[src/rtl/bp_pkg.sv]
// Shared constants and helpers for the gshare/BTB front-end predictor.
package bp_pkg;

    localparam int BW_ADDRESS         = 32;
    localparam int NUM_FETCH          = 2;
    localparam int BW_PC_MOD          = ($clog2(NUM_FETCH) > 1) ? $clog2(NUM_FETCH) : 1;
    localparam int NUM_GLOBAL_HISTORY = 4;
    localparam int BW_PHT_INDEX       = 6;
    localparam int NUM_BTB            = 8;
    localparam int BW_STAT            = 16;

    // Word address width: the two byte-offset bits are always zero.
    localparam int BW_TAG     = BW_ADDRESS - 2;
    localparam int BW_BTB_IDX = (NUM_BTB > 1) ? $clog2(NUM_BTB) : 1;

    // Two-bit saturating direction counter encoding.
    localparam logic [1:0] STRONGLY_NOT_TAKEN = 2'd0;
    localparam logic [1:0] WEAKLY_NOT_TAKEN   = 2'd1;
    localparam logic [1:0] WEAKLY_TAKEN       = 2'd2;
    localparam logic [1:0] STRONGLY_TAKEN     = 2'd3;
    localparam logic [1:0] PHT_RESET_VALUE    = WEAKLY_NOT_TAKEN;

    // Move the counter one step toward the observed outcome, saturating at both ends.
    function automatic logic [1:0] counter_next(input logic [1:0] cnt, input logic taken);
        logic [1:0] nxt;
        nxt = cnt;
        if (taken && (cnt != STRONGLY_TAKEN)) begin
            nxt = cnt + 2'd1;
        end else if (!taken && (cnt != STRONGLY_NOT_TAKEN)) begin
            nxt = cnt - 2'd1;
        end
        return nxt;
    endfunction

    // gshare index: low word-address bits XOR zero-extended global history.
    function automatic logic [BW_PHT_INDEX-1:0] pht_index(
        input logic [BW_PHT_INDEX-1:0]       word_low,
        input logic [NUM_GLOBAL_HISTORY-1:0] hist
    );
        return word_low ^ BW_PHT_INDEX'(hist);
    endfunction

endpackage

[src/rtl/gshare_btb_predictor_if.sv]
// Fetch-side lookup and branch-unit resolve signals of the predictor.
//
// Handshake: there is no backpressure on either side. i_fetch_accept marks
// that the block looked up at i_fetch_pc is consumed this cycle.
// i_branch_valid qualifies all i_branch_* fields for exactly that cycle;
// at most one resolve per cycle. Prediction outputs are combinational.
interface gshare_btb_predictor_if;
    import bp_pkg::*;

    logic [BW_ADDRESS-1:0]         i_fetch_pc;
    logic                          i_fetch_accept;
    logic [BW_ADDRESS-1:0]         o_predicted_pc;
    logic [BW_PC_MOD-1:0]          o_pc_upperbound;
    logic                          o_predicted_taken;
    logic [NUM_GLOBAL_HISTORY-1:0] o_global_history;

    logic                          i_branch_valid;
    logic [BW_ADDRESS-1:0]         i_branch_pc;
    logic [BW_ADDRESS-1:0]         i_branch_target;
    logic                          i_branch_taken;
    logic [NUM_GLOBAL_HISTORY-1:0] i_branch_global_history;
    logic                          i_branch_mispredict;

    logic [BW_STAT-1:0]            o_stat_resolved;
    logic [BW_STAT-1:0]            o_stat_mispredict;

    modport master (
        output i_fetch_pc, i_fetch_accept,
        output i_branch_valid, i_branch_pc, i_branch_target, i_branch_taken,
        output i_branch_global_history, i_branch_mispredict,
        input  o_predicted_pc, o_pc_upperbound, o_predicted_taken, o_global_history,
        input  o_stat_resolved, o_stat_mispredict
    );

    modport slave (
        input  i_fetch_pc, i_fetch_accept,
        input  i_branch_valid, i_branch_pc, i_branch_target, i_branch_taken,
        input  i_branch_global_history, i_branch_mispredict,
        output o_predicted_pc, o_pc_upperbound, o_predicted_taken, o_global_history,
        output o_stat_resolved, o_stat_mispredict
    );

endinterface

[src/rtl/gshare_btb_predictor_btb.sv]
// Priority encoder plus fully-associative branch target buffer with
// invalid-first, then round-robin, insertion.

module find_first_one_from_lsb #(
    parameter int WIDTH    = 8,
    parameter int BW_INDEX = (WIDTH > 1) ? $clog2(WIDTH) : 1
) (
    input  logic [WIDTH-1:0]    vec_i,
    output logic                found_o,
    output logic [BW_INDEX-1:0] index_o
);
    // Scan from the top down so the lowest set bit is the last one written.
    always_comb begin
        found_o = 1'b0;
        index_o = '0;
        for (int i = WIDTH - 1; i >= 0; i--) begin
            if (vec_i[i]) begin
                found_o = 1'b1;
                index_o = BW_INDEX'(i);
            end
        end
    end
endmodule

module branch_target_buffer
    import bp_pkg::*;
(
    input  logic                                 clk,
    input  logic                                 rst,
    input  logic [NUM_FETCH-1:0][BW_TAG-1:0]     lookup_tag_i,
    output logic [NUM_FETCH-1:0]                 lookup_hit_o,
    output logic [NUM_FETCH-1:0][BW_ADDRESS-1:0] lookup_target_o,
    input  logic                                 update_valid_i,
    input  logic [BW_TAG-1:0]                    update_tag_i,
    input  logic [BW_ADDRESS-1:0]                update_target_i
);
    logic [NUM_BTB-1:0]                 valid_q;
    logic [BW_TAG-1:0]                  tag_q    [NUM_BTB];
    logic [BW_ADDRESS-1:0]              target_q [NUM_BTB];
    logic [BW_BTB_IDX-1:0]              rr_ptr_q, rr_ptr_d;

    logic [NUM_FETCH-1:0][NUM_BTB-1:0]  lookup_match;
    logic [NUM_BTB-1:0]                 update_match;
    logic [NUM_BTB-1:0]                 free_vec;
    logic                               update_hit, free_found;
    logic [BW_BTB_IDX-1:0]              update_hit_idx, free_idx, wr_idx;

    // CAM compare of every lookup port and the update port against all entries.
    always_comb begin
        for (int e = 0; e < NUM_BTB; e++) begin
            for (int s = 0; s < NUM_FETCH; s++) begin
                lookup_match[s][e] = valid_q[e] && (tag_q[e] == lookup_tag_i[s]);
            end
            update_match[e] = valid_q[e] && (tag_q[e] == update_tag_i);
        end
        free_vec = ~valid_q;
    end

    for (genvar s = 0; s < NUM_FETCH; s++) begin : g_lookup
        logic [BW_BTB_IDX-1:0] hit_idx;
        find_first_one_from_lsb #(.WIDTH(NUM_BTB), .BW_INDEX(BW_BTB_IDX)) u_hit (
            .vec_i   (lookup_match[s]),
            .found_o (lookup_hit_o[s]),
            .index_o (hit_idx)
        );
        assign lookup_target_o[s] = target_q[hit_idx];
    end

    find_first_one_from_lsb #(.WIDTH(NUM_BTB), .BW_INDEX(BW_BTB_IDX)) u_update_hit (
        .vec_i   (update_match),
        .found_o (update_hit),
        .index_o (update_hit_idx)
    );

    find_first_one_from_lsb #(.WIDTH(NUM_BTB), .BW_INDEX(BW_BTB_IDX)) u_free (
        .vec_i   (free_vec),
        .found_o (free_found),
        .index_o (free_idx)
    );

    // Write slot: existing entry, else lowest free, else round-robin victim.
    always_comb begin
        rr_ptr_d = rr_ptr_q;
        wr_idx   = rr_ptr_q;
        if (update_hit) begin
            wr_idx = update_hit_idx;
        end else if (free_found) begin
            wr_idx = free_idx;
        end else if (update_valid_i) begin
            rr_ptr_d = (rr_ptr_q == BW_BTB_IDX'(NUM_BTB - 1)) ? '0 : rr_ptr_q + BW_BTB_IDX'(1);
        end
    end

    // Valid bits and replacement pointer; cleared by reset.
    always_ff @(posedge clk) begin
        if (rst) begin
            valid_q  <= '0;
            rr_ptr_q <= '0;
        end else begin
            rr_ptr_q <= rr_ptr_d;
            if (update_valid_i) begin
                valid_q[wr_idx] <= 1'b1;
            end
        end
    end

    // Tag/target payload; meaningless while the valid bit is clear.
    always_ff @(posedge clk) begin
        if (update_valid_i) begin
            tag_q[wr_idx]    <= update_tag_i;
            target_q[wr_idx] <= update_target_i;
        end
    end
endmodule

[src/rtl/gshare_btb_predictor.sv]
// Fetch-block next-PC predictor: gshare direction table plus BTB targets,
// speculative global history with mispredict repair, resolve statistics.
module gshare_btb_predictor
    import bp_pkg::*;
(
    input  logic                 clk,
    input  logic                 rst,
    gshare_btb_predictor_if.slave bus
);
    localparam int N_HIST   = NUM_GLOBAL_HISTORY;
    localparam int PHT_SIZE = 1 << BW_PHT_INDEX;

    logic [1:0]                           pht_q [PHT_SIZE];
    logic [N_HIST-1:0]                    spec_hist_q, spec_hist_d;
    logic [BW_STAT-1:0]                   stat_resolved_q, stat_resolved_d;
    logic [BW_STAT-1:0]                   stat_mispredict_q, stat_mispredict_d;

    logic [BW_TAG-1:0]                    fetch_word, base_word, branch_word;
    logic [BW_PC_MOD-1:0]                 start_slot;
    logic [NUM_FETCH-1:0][BW_TAG-1:0]     slot_tag;
    logic [NUM_FETCH-1:0]                 slot_valid, slot_hit, slot_taken;
    logic [NUM_FETCH-1:0][BW_ADDRESS-1:0] slot_target;
    logic                                 sel_found;
    logic [BW_PC_MOD-1:0]                 sel_idx, upperbound;
    logic [BW_ADDRESS-1:0]                pred_pc;
    logic                                 hit_at_or_below;
    logic [BW_PHT_INDEX-1:0]              update_idx;
    logic                                 unused_offset_bits;

    assign fetch_word  = bus.i_fetch_pc[BW_ADDRESS-1:2];
    assign base_word   = {fetch_word[BW_TAG-1:BW_PC_MOD], {BW_PC_MOD{1'b0}}};
    assign start_slot  = fetch_word[BW_PC_MOD-1:0];
    assign branch_word = bus.i_branch_pc[BW_ADDRESS-1:2];
    assign update_idx  = pht_index(branch_word[BW_PHT_INDEX-1:0], bus.i_branch_global_history);
    assign unused_offset_bits = ^{bus.i_fetch_pc[1:0], bus.i_branch_pc[1:0]};

    // Per-slot address, validity and taken decision from the speculative history.
    always_comb begin
        for (int i = 0; i < NUM_FETCH; i++) begin
            slot_tag[i]   = base_word + BW_TAG'(i);
            slot_valid[i] = (BW_PC_MOD'(i) >= start_slot);
            slot_taken[i] = slot_valid[i] && slot_hit[i]
                && pht_q[pht_index(slot_tag[i][BW_PHT_INDEX-1:0], spec_hist_q)][1];
        end
    end

    branch_target_buffer u_btb (
        .clk             (clk),
        .rst             (rst),
        .lookup_tag_i    (slot_tag),
        .lookup_hit_o    (slot_hit),
        .lookup_target_o (slot_target),
        .update_valid_i  (bus.i_branch_valid && bus.i_branch_taken),
        .update_tag_i    (branch_word),
        .update_target_i (bus.i_branch_target)
    );

    find_first_one_from_lsb #(.WIDTH(NUM_FETCH), .BW_INDEX(BW_PC_MOD)) u_slot_select (
        .vec_i   (slot_taken),
        .found_o (sel_found),
        .index_o (sel_idx)
    );

    // Next PC: first taken slot's target, otherwise the sequential next block.
    always_comb begin
        if (sel_found) begin
            pred_pc    = slot_target[sel_idx];
            upperbound = sel_idx;
        end else begin
            pred_pc    = {base_word, 2'b00} + BW_ADDRESS'(NUM_FETCH * 4);
            upperbound = '1;
        end
        hit_at_or_below = 1'b0;
        for (int i = 0; i < NUM_FETCH; i++) begin
            if (slot_valid[i] && slot_hit[i] && (BW_PC_MOD'(i) <= upperbound)) begin
                hit_at_or_below = 1'b1;
            end
        end
    end

    assign bus.o_predicted_pc    = pred_pc;
    assign bus.o_pc_upperbound   = upperbound;
    assign bus.o_predicted_taken = sel_found;
    assign bus.o_global_history  = spec_hist_q;
    assign bus.o_stat_resolved   = stat_resolved_q;
    assign bus.o_stat_mispredict = stat_mispredict_q;

    // History repair wins over the accept shift; stats saturate at all-ones.
    always_comb begin
        spec_hist_d       = spec_hist_q;
        stat_resolved_d   = stat_resolved_q;
        stat_mispredict_d = stat_mispredict_q;
        if (bus.i_branch_valid && bus.i_branch_mispredict) begin
            spec_hist_d = {bus.i_branch_global_history[N_HIST-2:0], bus.i_branch_taken};
        end else if (bus.i_fetch_accept && hit_at_or_below) begin
            spec_hist_d = {spec_hist_q[N_HIST-2:0], sel_found};
        end
        if (bus.i_branch_valid) begin
            if (!(&stat_resolved_q)) begin
                stat_resolved_d = stat_resolved_q + BW_STAT'(1);
            end
            if (bus.i_branch_mispredict && !(&stat_mispredict_q)) begin
                stat_mispredict_d = stat_mispredict_q + BW_STAT'(1);
            end
        end
    end

    // History and statistics registers.
    always_ff @(posedge clk) begin
        if (rst) begin
            spec_hist_q       <= '0;
            stat_resolved_q   <= '0;
            stat_mispredict_q <= '0;
        end else begin
            spec_hist_q       <= spec_hist_d;
            stat_resolved_q   <= stat_resolved_d;
            stat_mispredict_q <= stat_mispredict_d;
        end
    end

    // Pattern history table: trained with the history carried by the branch.
    always_ff @(posedge clk) begin
        if (rst) begin
            for (int k = 0; k < PHT_SIZE; k++) begin
                pht_q[k] <= PHT_RESET_VALUE;
            end
        end else if (bus.i_branch_valid) begin
            pht_q[update_idx] <= counter_next(pht_q[update_idx], bus.i_branch_taken);
        end
    end
endmodule

[src/flat_wrapper.sv]
// flat-port wrapper written by rule: the top's interface ports become plain ports
module gshare_btb_predictor_flat import bp_pkg::*;
  (clk, rst, bus_i_fetch_pc, bus_i_fetch_accept, bus_i_branch_valid, bus_i_branch_pc, bus_i_branch_target, bus_i_branch_taken, bus_i_branch_global_history, bus_i_branch_mispredict, bus_o_predicted_pc, bus_o_pc_upperbound, bus_o_predicted_taken, bus_o_global_history, bus_o_stat_resolved, bus_o_stat_mispredict);
  gshare_btb_predictor_if bus_i ();
  input  logic clk;
  input  logic rst;
  input wire logic [$bits(bus_i.i_fetch_pc)-1:0] bus_i_fetch_pc;
  input wire logic [$bits(bus_i.i_fetch_accept)-1:0] bus_i_fetch_accept;
  input wire logic [$bits(bus_i.i_branch_valid)-1:0] bus_i_branch_valid;
  input wire logic [$bits(bus_i.i_branch_pc)-1:0] bus_i_branch_pc;
  input wire logic [$bits(bus_i.i_branch_target)-1:0] bus_i_branch_target;
  input wire logic [$bits(bus_i.i_branch_taken)-1:0] bus_i_branch_taken;
  input wire logic [$bits(bus_i.i_branch_global_history)-1:0] bus_i_branch_global_history;
  input wire logic [$bits(bus_i.i_branch_mispredict)-1:0] bus_i_branch_mispredict;
  output wire logic [$bits(bus_i.o_predicted_pc)-1:0] bus_o_predicted_pc;
  output wire logic [$bits(bus_i.o_pc_upperbound)-1:0] bus_o_pc_upperbound;
  output wire logic [$bits(bus_i.o_predicted_taken)-1:0] bus_o_predicted_taken;
  output wire logic [$bits(bus_i.o_global_history)-1:0] bus_o_global_history;
  output wire logic [$bits(bus_i.o_stat_resolved)-1:0] bus_o_stat_resolved;
  output wire logic [$bits(bus_i.o_stat_mispredict)-1:0] bus_o_stat_mispredict;
  assign bus_i.i_fetch_pc = bus_i_fetch_pc;
  assign bus_i.i_fetch_accept = bus_i_fetch_accept;
  assign bus_i.i_branch_valid = bus_i_branch_valid;
  assign bus_i.i_branch_pc = bus_i_branch_pc;
  assign bus_i.i_branch_target = bus_i_branch_target;
  assign bus_i.i_branch_taken = bus_i_branch_taken;
  assign bus_i.i_branch_global_history = bus_i_branch_global_history;
  assign bus_i.i_branch_mispredict = bus_i_branch_mispredict;
  assign bus_o_predicted_pc = bus_i.o_predicted_pc;
  assign bus_o_pc_upperbound = bus_i.o_pc_upperbound;
  assign bus_o_predicted_taken = bus_i.o_predicted_taken;
  assign bus_o_global_history = bus_i.o_global_history;
  assign bus_o_stat_resolved = bus_i.o_stat_resolved;
  assign bus_o_stat_mispredict = bus_i.o_stat_mispredict;
  gshare_btb_predictor u_core (.clk(clk), .rst(rst), .bus(bus_i));
endmodule
[config.mk]
export PLATFORM = sky130hd
export DESIGN_NAME = gshare_btb_predictor_flat
export DESIGN_NICKNAME = d
export VERILOG_FILES = /design/src/rtl/bp_pkg.sv /design/src/rtl/gshare_btb_predictor_if.sv /design/src/rtl/gshare_btb_predictor_btb.sv /design/src/rtl/gshare_btb_predictor.sv /design/src/flat_wrapper.sv
export SDC_FILE = /design/constraint.sdc
export NUM_CORES = 2
export LEC_CHECK = 0
export BUFFER_PORTS_ARGS = -buffer_cell sky130_fd_sc_hd__buf_2
export CAP_MARGIN = 10
export CORE_MARGIN = 3
export CORE_UTILIZATION = 63
export CTS_BUF_LIST = sky130_fd_sc_hd__clkbuf_16
export CTS_CLUSTER_DIAMETER = 200
export DETAILED_ROUTE_END_ITERATION = 8
export PLACE_DENSITY = 0.81
export SLEW_MARGIN = 30
export SYNTH_ARGS = -nofsm -noshare
export SYNTH_HDL_FRONTEND = slang
export SYNTH_HIERARCHICAL = 1
export SYNTH_SLANG_ARGS = --single-unit
[constraint.sdc]
create_clock -name clk -period 8.5 [get_ports clk]
set_clock_uncertainty 0.1 [all_clocks]
set_input_delay 1.7 -clock clk [delete_from_list [all_inputs] [get_ports clk]]
set_output_delay 1.7 -clock clk [all_outputs]
set_load 0.02 [all_outputs]
==> impl_metrics.ini <==
[outcome]
status = finished clean

[global_route]
grt_overflow = 0
antenna_found_initial = 14
grt_max_degree = 106
grt_pass1_vias = 27700
grt_pass1_wl_um = 176000
grtUsageTotal_pct = 37.5

[cts]
clkTransAtPathRegs_ns = 0.06
clock_path_buffers = 3
cts.htree.levels = 3
postCtsSetupRepairBufs = 0
cts_tree = yes
cts_sinks = 671
cts_resized = 0
cts_root_buffer = clkbuf_16
numCtsBuffers = 73
worstSkewPairLatency_ns = 0.64
hold_buffers = 0

[synth]
postSynthAreaPerCell_um2 = 13.1
synth_fp_nets = 3052
synth_common_cells = edfxtp_1, xor2_1, xnor2_1
yosys_warnings = 6
synth_top_area_share_pct = 48.6
synth-seq-cells = 671
synth.distinct_cells = 62
synth_edf_count = 624
async_flop_share_pct = 0
yosysMostFrequentCell = edfxtp_1
synthFlopType = edfxtp_1
synth_area_leaders = edfxtp_1, xor2_1, xnor2_1, mux4_1, mux4_2
ys_seq_area_share_pct = 51.0
syn-instance-count = 2939
synth_area_mm2 = 0.0386
synth_top_cell_by_area = edfxtp_1

[min_path]
hp-start = u_core/bus.o_stat_mispredict[11]
hold_path.class = register to register

[detailed_routing]
wire_per_inst_um = 31.0
dr.pass1.iters = 8
routed_wl_um = 122000
postRouteAntennaNets = 0
drt_iter0_drc = 3933
via_per_inst = 7.08
via_count = 27900
drc = 0

[placement]
pre_cts_ws_ns = 0.601
io_buffer_count = 171
post-dp-hpwl_um = 79600
place_area_mm2 = 0.0406
globalplace.congestion = 1.01

[sta]
rsz0062_at_grt = no
worst_slew_pin_slew_ns = 1.09
tns_ns = 0
setup-violations-final = 0
fin_crit_sh_pct = 95.9
max_slew_margin_pct = 26.5
slew_violations = 0
fmax_ghz = 0.123
min_period_ns = 8.15
hold_ws_ns = 0.403
fin_ws_ns = 0.353
hold_viol = 0

[critical_path]
endpoint_kind = primary output
cp.required_ns = 6.70
critPathMaxFanout = 36
rr_startpoint = u_core/u_btb/tag_q[5][16]
crit_type = primary input to primary output
start_kind = primary input
crit_start = bus_i_fetch_pc[6]
critical_path_arrival_ns = 6.35

[power_and_ir_drop]
leakage_nw = 14.3
vdd_drop_max_v = 0.000159
p_per_area_mw_per_mm2 = 179
total_power_mw = 7.70

[flow_run]
cap_violations = 0

[floorplanning]
die_h_um = 254
dieArea_mm2 = 0.0643
io_pins = 176
die_width_um = 254
floorplan.initialDensity_pct = 63.8
core_mm2 = 0.0605
rows = 90

[layout]
drive_above_1_share_pct = 19.0
layout.nets = 3210
nFillCells = 3954
syn_to_final_growth_pct = 11.5
postLayoutCellArea_mm2 = 0.0430
cell families after synthesis:
kind of cell	after synthesis	synth area share [%]
simple gates	722	10.3
flops	671	51.0
xor+xnor	781	17.8
other cells	2	0.0195
buf+inv	242	3.23
fa+ha+maj	7	0.227
compound gates	228	3.83
mux	286	13.6
metrics by stage:
| step | util [%] | instances |
|---|---|---|
| 3_3_place_gp | 67.1 | 3801 |
| 2_1_floorplan | - | 2939 |
| 4_1_cts | 70.9 | 3934 |
| 5_1_grt | 71.1 | 3942 |
| 3_5_place_dp | 67.1 | 3801 |
| 6_report | 71.1 | 3944 |
worst paths after layout:
check | endpoint | slack [ns] | cells past startpoint
setup / recovery | bus_o_predicted_pc[11] | 0.35 | 17
setup reg to reg | u_core/u_btb/target_q[3][26] | 3.33 | 10
hold / removal | u_core/bus.o_stat_mispredict[11] | 0.40 | 2
hold reg to reg | u_core/bus.o_stat_mispredict[11] | 0.40 | 2
area by class of cell:
class                      instances  area, um^2  share of cell area, %
sequential                       671       19700                   45.7
clock inverter                    60         483                   1.12
multi-input combinational       2026       17900                   41.6
tap                              782         978                   2.27
clock buffer                      73        1830                   4.25
inverter                          25        93.8                  0.218
antenna                            7        17.5                 0.0407
timing repair buffer             300        2050                   4.78
worst max-delay path: stages:
cell     delay (ns)
buf_2          0.66
buf_4          0.25
xor2_1         0.08
nor4_1         0.23
nand4_1        0.16
nor4_1         0.65
buf_4          0.29
nor4_2         0.06
nand2_1        0.22
nor2b_1        0.23
o21ai_0        0.11
nor4_1         0.33
or2_2          0.49
buf_12         0.28
nor2_1         0.08
a21oi_1        0.24
buf_2          0.22
layout by cell type (no fill, tap or decap), types with 40 or more instances in the layout:
cell / netlist / layout
mux2i_1: 59 / 59
a21oi_1: 75 / 75
dfxtp_1: 47 / 47
nand3_1: 52 / 52
buf_2: 126 / 171
nor2_1: 111 / 99
mux4_1: 80 / 80
clkbuf_16: 0 / 73
mux2_2: 65 / 65
xnor2_1: 287 / 286
xor2_1: 491 / 489
nand4_1: 156 / 156
mux4_2: 80 / 80
nor4_1: 152 / 151
nand2_1: 99 / 99
o22ai_1: 42 / 42
inv_1: 25 / 40
edfxtp_1: 624 / 624
buf_4: 6 / 110
nand2b_1: 56 / 56
flip-flops by register name, indices dropped and copies added, names as in the netlist:
register	count
u_core/bus.o_global_history	4
u_core/bus.o_stat_mispredict	16
u_core/bus.o_stat_resolved	16
u_core/pht_q	128
u_core/u_btb/rr_ptr_q	3
u_core/u_btb/tag_q	240
u_core/u_btb/target_q	256
u_core/u_btb/valid_q	8
metal layers:
layer | wire length (um) | GRT usage [%] | up-vias | part of all wire, %
met5 | 64 | 0 | - | 0.052
met4 | 8260 | 22.4 | 10 | 6.8
met3 | 15000 | 10.0 | 545 | 12
met2 | 55600 | 57.7 | 2263 | 46
met1 | 43300 | 48.2 | 13600 | 35
li1 | - | - | 11500 | -
power breakdown:
part | total, mW | leakage, nW | switching (mW) | internal (mW)
clock network | 3.08 | 1.18 | 1.37 | 1.71
registers | 3.69 | 6.07 | 0.0369 | 3.66
logic | 0.924 | 7.01 | 0.628 | 0.296
total | 7.70 | 14.3 | 2.04 | 5.66
No activity file was read; power rests on OpenSTA's default activity.
